### config.mk
export PLATFORM = sky130hd
export DESIGN_NAME = vending_ctrl
export DESIGN_NICKNAME = d
export VERILOG_FILES = /design/src/rtl/vending_ctrl.sv
export SDC_FILE = /design/constraint.sdc
export NUM_CORES = 1
export LEC_CHECK = 0
export ABC_AREA = 1
export CAP_MARGIN = 20
export CORE_AREA = 8 8 59 61
export DETAILED_ROUTE_END_ITERATION = 6
export DIE_AREA = 0 0 67 69
export PLACE_DENSITY_LB_ADDON = 0.05
export SLEW_MARGIN = 40
export SYNTH_ARGS = -nofsm -noshare
export SYNTH_HDL_FRONTEND = slang
export SYNTH_SLANG_ARGS = --single-unit
export TNS_END_PERCENT = 10
### constraint.sdc
create_clock -name clk -period 2.94 [get_ports clk]
set_input_delay 0.588 -clock clk [delete_from_list [all_inputs] [get_ports clk]]
set_output_delay 0.588 -clock clk [all_outputs]
set_load 0.03 [all_outputs]
### src/rtl/vending_ctrl.sv
// vending_ctrl: two-item vending session FSM with coin accumulation, timed vend and refund phases
module vending_ctrl #(
  parameter int PRICE_ONE = 5,
  parameter int PRICE_TWO = 10,
  parameter int VEND_CYCLES = 100,
  parameter int CHANGE_CYCLES = 100
) (
  input  logic       clk,
  input  logic       rst,
  input  logic       start,
  input  logic       cancel,
  input  logic       coin_one,
  input  logic       coin_five,
  input  logic       sel_one,
  input  logic       sel_two,
  output logic       op_start,
  output logic [5:0] coin_val,
  output logic       buy_one,
  output logic       buy_two,
  output logic       charge_ind
);
  localparam int MAXC = VEND_CYCLES > CHANGE_CYCLES ? VEND_CYCLES : CHANGE_CYCLES;
  localparam int CW = MAXC > 1 ? $clog2(MAXC) : 1;
  typedef enum logic [1:0] {IDLE, ACCEPT, VEND, CHANGE} state_t;
  state_t state, state_n;
  logic [CW-1:0] cnt, cnt_n;
  logic [5:0] val_n;
  logic op_n, b1_n, b2_n, ch_n;
  logic [6:0] sum;
  logic ok_one, ok_two;
  assign sum = 7'(coin_val) + 7'(coin_one) + (coin_five ? 7'd5 : 7'd0);
  assign ok_one = sel_one && coin_val >= 6'(PRICE_ONE);
  assign ok_two = sel_two && coin_val >= 6'(PRICE_TWO);
  always_comb begin
    state_n = state;
    cnt_n = cnt;
    val_n = coin_val;
    op_n = op_start;
    b1_n = buy_one;
    b2_n = buy_two;
    ch_n = charge_ind;
    unique case (state)
      IDLE: begin
        {op_n, val_n, b1_n, b2_n, ch_n} = '0;
        if (start) begin
          state_n = ACCEPT;
          op_n = 1'b1;
          cnt_n = '0;
        end
      end
      ACCEPT: begin
        cnt_n = '0;
        if (cancel) begin
          state_n = coin_val != 6'd0 ? CHANGE : IDLE;
          ch_n = coin_val != 6'd0;
          op_n = coin_val != 6'd0;
        end else if (ok_one) begin
          state_n = VEND;
          val_n = coin_val - 6'(PRICE_ONE);
          b1_n = 1'b1;
        end else if (ok_two) begin
          state_n = VEND;
          val_n = coin_val - 6'(PRICE_TWO);
          b2_n = 1'b1;
        end else begin
          val_n = sum > 7'd63 ? 6'd63 : sum[5:0];
        end
      end
      VEND: begin
        cnt_n = cnt + 1'b1;
        if (cnt == CW'(VEND_CYCLES - 1)) begin
          state_n = ACCEPT;
          cnt_n = '0;
          b1_n = 1'b0;
          b2_n = 1'b0;
        end
      end
      CHANGE: begin
        cnt_n = cnt + 1'b1;
        if (cnt == CW'(CHANGE_CYCLES - 1)) begin
          state_n = IDLE;
          cnt_n = '0;
          {op_n, val_n, ch_n} = '0;
        end
      end
      default: state_n = IDLE;
    endcase
  end
  always_ff @(posedge clk) begin
    if (rst) begin
      state <= IDLE;
      cnt <= '0;
      {op_start, coin_val, buy_one, buy_two, charge_ind} <= '0;
    end else begin
      state <= state_n;
      cnt <= cnt_n;
      op_start <= op_n;
      coin_val <= val_n;
      buy_one <= b1_n;
      buy_two <= b2_n;
      charge_ind <= ch_n;
    end
  end
endmodule

==> impl_metrics.ini <==
[worst_hold_path]
min_from = buy_two$_SDFFE_PP0P_
hold_path_depth = 2
hold_path_end = buy_two$_SDFFE_PP0P_
min_path_type = reg -> reg

[clock_network]
clock_sinks = 19
clockRootBuffer = clkbuf_4
ctsHoldBuffers = 0
htree_levels = 1
clock_tree.buffer_depth = 2
cts_made_buffers = 3
cts_setup_buffers = 0
clkTransAtPathRegs_ns = 0.11
cts_tree = done
clk_latency_ns = 0.30
cts_resized = 0

[floorplan]
io_pins = 18
die_w_um = 67
die_y_um = 69
row_count = 19
coreArea_um2 = 2620
dieArea_um2 = 4620
start_util_pct = 57.0

[global_routing]
grt_pass1_wl_mm = 5.95
grt_usage_pct = 15.5
overflow = 0
antenna_found_initial = 0
grt_pass1_vias = 1400
grt_max_degree = 14

[drt]
drc_errors = 0
drt-pass1-iter-count = 4
routed_wl_mm = 3.47
routedWlPerCell_um = 12.6
vias_per_cell = 5.42
vias = 1485
ant_nets = 0
drtIter0Drc = 88

[power_and_ir_drop]
powerDensity_nw_per_um2 = 670
pwr-share-comb_pct = 55.4
peakVddDrop_mv = 0.646
seq_power_share_pct = 32.8
p_leak_nw = 0.779
clockPowerShare_pct = 11.7
p_sw_mw = 0.544
intPower_mw = 0.580
p_sw_share_pct = 48.4

[setup_path]
critPathSlowestCell = clkdlybuf4s50_1
critPathBufInv = 1
required_ns = 2.35
cp_slowest_stage_delay_ns = 0.77
rrSetupSlack_ns = 0.99
crit_chain = clkdlybuf4s50_1
reg2reg_depth = 11
crit_arrival_ns = 1.71
timing.rr.end = coin_val[5]$_SDFFE_PP0P_
crit_type = reg -> out
r2r_start = coin_val[1]$_SDFFE_PP0P_
cp-end-kind = primary output
path_max_fanout = 11
crit_family = buffers and inverters
start_kind = flop

[cells_and_area]
final_common_cell = nand2_1
antenna_cells = 0
fillers = 246
syn_to_final_growth_pct = 12.6
final_cell_mix = nand2_1 (73), inv_1 (26), dfxtp_1 (19)
nets = 263
drive_gt1_share_pct = 10.3
finish.instance_area_um2 = 1680

[sta]
period_minus_slack_ns = 2.30
fin_crit_sh_pct = 78.1
tightestPinTransition_ns = 0.550
rsz0062_at_grt = no
setup_ws_ns = 0.644
slew_violations = 0
fmax_mhz = 436
tns_ns = 0
hold_violations = 0
skew_ns = 0.00340
slew_headroom_pct = 63.2
setup_viol = 0

[placement]
io_buffer_count = 17
place.gp.congestion = 0.883
dpl-instance-area_um2 = 1650
pre_cts_ws_ns = 0.466
dp_hpwl_mm = 2.73

[synthesis]
synth_top_family_by_area = simple AND/OR/NAND/NOR gates
synthDistinctLibCells = 32
yosysTopAreaCellShare_pct = 25.5
syn_nets = 246
mappedNetlistArea_um2 = 1490
synth_cells = 227
ys_ff_latch = 19
synth.avg_cell_area_um2 = 6.57
synth-adder-area-share_pct = 9.73
yosys-top-cells-area = dfxtp_1 (26%), nand2_1 (18%), ha_1 (8.4%)
seq_area_frac_synth_pct = 25.5
synth-compound-area-share_pct = 13.1
yosysTopAreaCell = dfxtp_1
yosysWarningCount = 0
synth-simple-area-share_pct = 37.3
synth-xor-area-share_pct = 3.52
synthMuxAreaShare_pct = 0

[outcome]
status = complete, no violations

[job]
drv_cap = 0
[kinds of logic (layout without fill, tap and decap cells)]
group,count (synthesis),after routing
XOR/XNOR,6,6
AO/OA/AOI/OAI,34,34
AND/OR/NAND/NOR,122,122
adder cells (fa/ha/maj),11,11
flip-flops,19,19
buffers and inverters,35,51
[through the flow]
| stage | hold WS, ns | power (mW) | instances | util, % |
|---|---|---|---|---|
| floorplan | 0.457 | 0.828 | 227 | - |
| global placement | 0.441 | 0.983 | 270 | 63.2 |
| detailed placement | 0.455 | 0.999 | 270 | 63.2 |
| CTS | 0.475 | 1.13 | 274 | 64.2 |
| global route | 0.493 | 1.23 | 274 | 64.2 |
| finish | 0.471 | 1.12 | 274 | 64.2 |
[registers in the layout, indices dropped and copies added, names as in the netlist]
name        count
coin_val        6
buy_one         1
op_start        1
state           2
cnt             7
charge_ind      1
buy_two         1
[power groups by stage]
stage          sequential, mW  clock (mW)  combinational [mW]
2_1_floorplan           0.410           0               0.418
3_3_place_gp            0.370           0               0.613
3_5_place_dp            0.375           0               0.623
4_1_cts                 0.369       0.138               0.627
5_1_grt                 0.379       0.147               0.701
6_report                0.369       0.132               0.623
[cells in the mapped netlist, drive strengths merged]
| cell type | number |
|---|---|
| buf | 4 |
| fa | 1 |
| nand3 | 17 |
| xor2 | 5 |
| a31oi | 4 |
| a221oi | 1 |
| nor2 | 21 |
| xnor2 | 1 |
| and3 | 1 |
| nor3 | 3 |
| o31ai | 2 |
| o22ai | 1 |
| inv | 30 |
| ha | 10 |
| a211oi | 1 |
| clkbuf | 1 |
| o21ai | 11 |
| dfxtp | 19 |
| nand2 | 78 |
| a21oi | 14 |
| nand4 | 2 |
[worst max path at each step]
stage	start	endpoint	slack, ns	cells past startpoint
2_1_floorplan	coin_val[1]$_SDFFE_PP0P_	coin_val[0]$_SDFFE_PP0P_	1.03	13
3_3_place_gp	coin_one	coin_val[4]$_SDFFE_PP0P_	0.51	13
3_5_place_dp	coin_five	coin_val[4]$_SDFFE_PP0P_	0.47	11
4_1_cts	coin_val[3]$_SDFFE_PP0P_	coin_val[3]	0.64	1
5_1_grt	coin_five	coin_val[4]$_SDFFE_PP0P_	0.59	11
6_report	coin_val[3]$_SDFFE_PP0P_	coin_val[3]	0.64	1
[metal layers]
metal	part of all wire [%]	track usage, %	up-vias
li1	-	-	757
met1	41	16.5	688
met2	53	28.2	32
met3	4.1	3.07	8
met4	1.8	6.05	0
met5	0	0	-
[layout make-up]
type / count / area (um^2) / share of cell area (%)
Clock inverter: 1 / 5.00 / 0.298
Sequential cell: 19 / 380 / 22.7
Timing Repair Buffer: 17 / 170 / 10.1
Inverter: 30 / 113 / 6.71
Clock buffer: 3 / 22.5 / 1.34
Multi-Input combinational cell: 173 / 950 / 56.6
Tap cell: 31 / 38.8 / 2.31
Note: power is estimated with default switching activity, not from simulation.
